<file path="src/rtl/instruction_loader.sv">
// instruction_loader
//   Boot-time writer for the instruction memory of the pipelined MIPS core.
//   It receives a byte stream that starts with a 16-bit word-count header,
//   followed by big-endian instruction words. Each word is written to the
//   next consecutive instruction-memory address. The core is held until the
//   whole program has been loaded.
//
//   Optional feature: define LOADER_CHECKSUM_EN to add a CSUM state. In that
//   state one extra byte is received and compared with the XOR of all data
//   bytes. A match goes to DONE and a mismatch goes to ERR.
//
// Ports
//   clk         system clock, all logic on posedge
//   reset       synchronous, active-high reset
//   in_data     incoming byte
//   in_valid    in_data valid
//   in_ready    a byte is accepted this cycle (transfer = in_valid & in_ready)
//   imem_we     instruction-memory write strobe, one-cycle pulse per word
//   imem_addr   instruction-memory byte address (word aligned)
//   imem_wdata  instruction word to write
//   cpu_hold    1 = core held, 0 = core runs
//   load_done   program loaded successfully (sticky until reset)
//   load_err    load failed (sticky until reset)
module instruction_loader #(
  parameter logic [31:0] BASE_ADDR = 32'h0,
  parameter int unsigned MAX_WORDS = 256,
  parameter int unsigned CNT_WIDTH = 16
) (
  input  logic        clk,
  input  logic        reset,
  input  logic [7:0]  in_data,
  input  logic        in_valid,
  output logic        in_ready,
  output logic        imem_we,
  output logic [31:0] imem_addr,
  output logic [31:0] imem_wdata,
  output logic        cpu_hold,
  output logic        load_done,
  output logic        load_err
);

  typedef enum logic [2:0] {
    LEN_HI,
    LEN_LO,
    DATA,
`ifdef LOADER_CHECKSUM_EN
    CSUM,
`endif
    DONE,
    ERR
  } state_t;

  // State reached once the payload is complete (or the count is zero).
`ifdef LOADER_CHECKSUM_EN
  localparam state_t FIN_STATE = CSUM;
`else
  localparam state_t FIN_STATE = DONE;
`endif

  state_t                 state, state_nxt;
  logic [7:0]             hdr_hi, hdr_hi_nxt;
  logic [CNT_WIDTH-1:0]   count, count_nxt;
  logic [CNT_WIDTH-1:0]   word_cnt, word_cnt_nxt;
  logic [1:0]             byte_idx, byte_idx_nxt;
  logic [23:0]            word_buf, word_buf_nxt;
  logic                   ready_nxt, we_nxt;
  logic [31:0]            addr_nxt, wdata_nxt;
  logic [15:0]            hdr;
  logic                   xfer;
`ifdef LOADER_CHECKSUM_EN
  logic [7:0]             csum, csum_nxt;
`endif

  assign xfer = in_valid & in_ready;
  assign hdr  = {hdr_hi, in_data};

  // State register
  always_ff @(posedge clk) begin
    if (reset) state <= LEN_HI;
    else       state <= state_nxt;
  end

  // Next-state, datapath and output-register next values
  always_comb begin
    state_nxt    = state;
    hdr_hi_nxt   = hdr_hi;
    count_nxt    = count;
    word_cnt_nxt = word_cnt;
    byte_idx_nxt = byte_idx;
    word_buf_nxt = word_buf;
    we_nxt       = 1'b0;
    wdata_nxt    = imem_wdata;
    // The address advances once the write pulse has been issued.
    addr_nxt     = imem_we ? imem_addr + 32'd4 : imem_addr;
`ifdef LOADER_CHECKSUM_EN
    csum_nxt     = csum;
`endif

    unique case (state)
      LEN_HI: begin
        if (xfer) begin
          hdr_hi_nxt = in_data;
          state_nxt  = LEN_LO;
        end
      end
      LEN_LO: begin
        if (xfer) begin
          count_nxt    = CNT_WIDTH'(hdr);
          word_cnt_nxt = '0;
          byte_idx_nxt = 2'd0;
          if (hdr == 16'd0)                state_nxt = FIN_STATE;
          else if (32'(hdr) > MAX_WORDS)   state_nxt = ERR;
          else                             state_nxt = DATA;
        end
      end
      DATA: begin
        if (xfer) begin
          byte_idx_nxt = byte_idx + 2'd1;
`ifdef LOADER_CHECKSUM_EN
          csum_nxt = csum ^ in_data;
`endif
          unique case (byte_idx)
            2'd0: word_buf_nxt[23:16] = in_data;
            2'd1: word_buf_nxt[15:8]  = in_data;
            2'd2: word_buf_nxt[7:0]   = in_data;
            2'd3: begin
              wdata_nxt    = {word_buf, in_data};
              we_nxt       = 1'b1;
              word_cnt_nxt = word_cnt + CNT_WIDTH'(1);
            end
            default: ;
          endcase
        end
        // Leave only after the final write pulse has gone out.
        if (imem_we && (word_cnt == count)) state_nxt = FIN_STATE;
      end
`ifdef LOADER_CHECKSUM_EN
      CSUM: begin
        if (xfer) state_nxt = (in_data == csum) ? DONE : ERR;
      end
`endif
      DONE: ;
      ERR:  ;
      default: state_nxt = ERR;
    endcase

    // Stop accepting bytes once the last data word has been received.
    ready_nxt = (state_nxt == LEN_HI) || (state_nxt == LEN_LO) ||
`ifdef LOADER_CHECKSUM_EN
                (state_nxt == CSUM) ||
`endif
                ((state_nxt == DATA) && (word_cnt_nxt != count_nxt));
  end

  // Datapath and registered outputs
  always_ff @(posedge clk) begin
    if (reset) begin
      hdr_hi     <= 8'h00;
      count      <= '0;
      word_cnt   <= '0;
      byte_idx   <= 2'd0;
      word_buf   <= 24'h0;
      in_ready   <= 1'b0;
      imem_we    <= 1'b0;
      imem_addr  <= BASE_ADDR;
      imem_wdata <= 32'h0;
      cpu_hold   <= 1'b1;
      load_done  <= 1'b0;
      load_err   <= 1'b0;
`ifdef LOADER_CHECKSUM_EN
      csum       <= 8'h00;
`endif
    end else begin
      hdr_hi     <= hdr_hi_nxt;
      count      <= count_nxt;
      word_cnt   <= word_cnt_nxt;
      byte_idx   <= byte_idx_nxt;
      word_buf   <= word_buf_nxt;
      in_ready   <= ready_nxt;
      imem_we    <= we_nxt;
      imem_addr  <= addr_nxt;
      imem_wdata <= wdata_nxt;
      cpu_hold   <= (state_nxt != DONE);
      load_done  <= (state_nxt == DONE);
      load_err   <= (state_nxt == ERR);
`ifdef LOADER_CHECKSUM_EN
      csum       <= csum_nxt;
`endif
    end
  end

endmodule

</file>
<file path="config.mk">
export PLATFORM = sky130hd
export DESIGN_NAME = instruction_loader
export DESIGN_NICKNAME = d
export VERILOG_FILES = /design/src/rtl/instruction_loader.sv
export SDC_FILE = /design/constraint.sdc
export NUM_CORES = 1
export LEC_CHECK = 0
export BUFFER_PORTS_ARGS = -buffer_cell sky130_fd_sc_hd__buf_2
export CORE_UTILIZATION = 50
export DETAILED_ROUTE_END_ITERATION = 10
export PLACE_DENSITY = 0.78
export SLEW_MARGIN = 20
export SYNTH_ARGS = -nofsm -noshare
export SYNTH_HDL_FRONTEND = slang
export SYNTH_SLANG_ARGS = --single-unit
</file>
<file path="constraint.sdc">
create_clock -name clk -period 3.2 [get_ports clk]
set_input_delay 0.32 -clock clk [delete_from_list [all_inputs] [get_ports clk]]
set_output_delay 0.32 -clock clk [all_outputs]
set_load 0.02 [all_outputs]
</file>
==> impl_metrics.yaml <==
sta:
  hold_viol: 0
  finalSetupViolations: 0
  rsz0062_at_grt: "no"
  period_share: 0.797
  relSlewSlack: 0.313
  tns_ps: 0
  finalMaxSlewViolations: 0
  fin_skew_ps: 5.51
  max_freq_ghz: 0.392
  period_needed_ps: 2550
  timing.hold.ws_ps: 241
  tightest_slew_ps: 1030
detailed_routing:
  route.met2.wl_mm: 6.89
  drt-met1-wl_mm: 6.77
  vias: 5339
  first_iter_violations: 384
  detail-route-antenna-nets: 0
  avgViaCountPerCell: 5.57
  topRoutingLayerUsed: "met4"
  drtPass1Iterations: 7
  drcViolationCount: 0
  routed_wl_mm: 14.8
  wl_met3_um: 909
  wire_per_inst_um: 15.4
grt:
  grt_antenna_before_repair: 0
  globalRouteTotalUtil: 0.246
  grt_pass1_wl_mm: 24.6
  grt_max_degree: 82
  grt_overflow: 0
  grt_pass1_vias: 4902
yosys:
  yosysUniqueCellTypes: 66
  synth_ff_type: "dfxtp_1"
  ys_async_sr_fraction: 0
  syn-cell-area_um2: 6110
  syn_avg_cell_area_um2: 8.23
  netlist_instances: 743
  yosysSeqAreaShare: 0.445
  yosysWarnings: 0
  synth_edf_count: 0
  yosys_register_bits: 136
clock_network:
  cts_hold_buf: 0
  cts_resized: 0
  cts_tree: "done"
  clock-sinks: 136
  clkLatencyLatePin_ps: 410
  cts.path.max_buffers: 2
  cts-htree-levels: 4
  post_cts_buffers: 0
  clkTransAtPathRegs_ps: 60
  clockRootBuffer: "clkbuf_16"
  cts_buffers: 17
setup_path:
  cp_cell_sequence: "nand4_2 -> or3_1 -> or4b_4 -> a211oi_2 -> o22ai_1 -> nor4_2 -> a21oi_1"
  critPathMaxStageDelay_ps: 550
  slowest_stage: "or4b_4"
  r2r-end: "in_ready"
  arrival_ps: 2850
  crit_buf_inv: 0
  rrSetupSlack_ps: 650
  rr_worst_depth: 7
  path_class: "reg -> reg"
  crit_start: "word_cnt[6]"
  crit_path_end: "in_ready"
  cp.required_ps: 3500
  end_kind: "register"
  crit_fanout: 8
  startpoint_type: "register"
  cpLargestDelayFamily: "simple AND/OR/NAND/NOR gates"
  cp.depth: 7
  reg2reg_from: "word_cnt[6]"
die:
  initial_utilization: 0.511
  io_pins: 80
  core_area_um2: 12000
  die_w_um: 113
  num_rows: 40
  die_h_um: 113
  dieArea_um2: 12700
flow_run:
  maxCapViolations: 0
placed_design:
  gp_congestion: 0.901
  place_inst: 927
  dp_hpwl_mm: 10.1
  postPlaceCellArea_um2: 6500
  io_buffers: 77
finish:
  final_nets: 816
  syn2layout_area_growth_pct: 14.8
  drive_gt1_frac: 0.170
  n_antenna_cell: 0
  final_area_um2: 7020
  final_cells: 958
  final_common_cell: "nand2_1"
  layout_common_cells: "nand2_1 (151), dfxtp_1 (136), a21oi_1 (90)"
power_and_ir_drop:
  finalPower_w: 0.00360
  ir_drop_uv: 307
  power.density_nw_per_um2: 513
  p_leak_nw: 2.66
outcome:
  status: "finished, final reports clean"
worst_hold_path:
  hp-class: "in -> reg"
==> power breakdown <==
group | leakage [nW] | internal (W) | switching [W] | total [W]
clock | 0.253 | 0.00102 | 0.000696 | 0.00172
sequential | 1.10 | 0.00171 | 0.0000190 | 0.00173
combinational | 1.31 | 0.0000486 | 0.000106 | 0.000154
total | 2.66 | 0.00278 | 0.000821 | 0.00360
==> flip-flops by register name, indices dropped and copies added (netlist names) <==
name / count
imem_addr: 30
imem_we: 1
cpu_hold: 1
imem_wdata: 32
hdr_hi: 8
state: 3
byte_idx: 2
in_ready: 1
count: 16
word_cnt: 16
load_done: 1
word_buf: 24
load_err: 1
==> cell families (layout without fill, tap and decap cells) <==
| logic type | Yosys count | count (layout) | share of synthesized area |
|---|---|---|---|
| simple gates | 353 | 353 | 0.279 |
| flops | 136 | 136 | 0.445 |
| compound gates | 117 | 117 | 0.106 |
| buf+inv | 61 | 128 | 0.0495 |
| xor+xnor | 54 | 54 | 0.0821 |
| mux | 15 | 15 | 0.0248 |
| fa+ha+maj | 6 | 6 | 0.0123 |
| other cells | 1 | 2 | 0.000613 |
==> how the worst min path moves through the flow <==
stage / to / depth (start not counted) / slack [ps] / start
floorplan: imem_wdata[10] / 2 / 430 / word_buf[2]
global placement: imem_wdata[9] / 2 / 440 / imem_wdata[9]
detailed placement: imem_wdata[29] / 2 / 440 / imem_wdata[29]
CTS: imem_wdata[0] / 3 / 220 / in_data[0]
global route: count[0] / 3 / 240 / in_data[0]
finish: imem_wdata[0] / 3 / 240 / in_data[0]
==> worst register-to-register path: stages, from the launching register on <==
cell and delay [ps]:
dfxtp_1 510, nand4_2 190, or3_1 460, or4b_4 550
a211oi_2 230, o22ai_1 120, nor4_2 280, a21oi_1 90
==> layout make-up <==
type | count | area, µm²
fill | 1056 | 4940
multi-input combinational | 547 | 3090
sequential | 136 | 2720
timing repair buffer | 88 | 470
clock buffer | 23 | 468
tap | 147 | 184
clock inverter | 8 | 48.8
inverter | 9 | 33.8
==> routing by layer <==
| layer | global-route usage | vias up |
|---|---|---|
| li1 | - | 2627 |
| met1 | 0.337 | 2526 |
| met2 | 0.379 | 164 |
| met3 | 0.0535 | 22 |
| met4 | 0.0951 | 0 |
| met5 | 0 | - |
==> per-stage QoR <==
stage,setup slack (ps),utilization
floorplan,898,-
global placement,724,0.544
detailed placement,676,0.544
CTS,671,0.587
global route,389,0.587
finish,651,0.587
==> synthesized netlist by cell type, types with 3 or more instances <==
| master | instances | area [µm²] |
|---|---|---|
| a21oi_1 | 90 | 450 |
| and3_1 | 6 | 37.5 |
| and4_1 | 4 | 35.0 |
| buf_1 | 4 | 15.0 |
| buf_4 | 4 | 30.0 |
| buf_6 | 5 | 56.3 |
| clkbuf_1 | 34 | 128 |
| dfxtp_1 | 136 | 2720 |
| ha_1 | 6 | 75.1 |
| inv_1 | 9 | 33.8 |
| mux2i_1 | 14 | 140 |
| nand2_1 | 151 | 567 |
| nand3_1 | 44 | 220 |
| nand4_1 | 14 | 87.6 |
| nor2_1 | 67 | 251 |
| nor2b_1 | 3 | 18.8 |
| nor3_1 | 12 | 60.1 |
| nor4_1 | 10 | 62.6 |
| nor4_2 | 4 | 50.1 |
| o21ai_0 | 7 | 35.0 |
| o22ai_1 | 4 | 25.0 |
| or3_1 | 8 | 50.1 |
| xnor2_1 | 26 | 228 |
| xor2_1 | 26 | 228 |
Note: power is estimated with default switching activity, not from simulation.
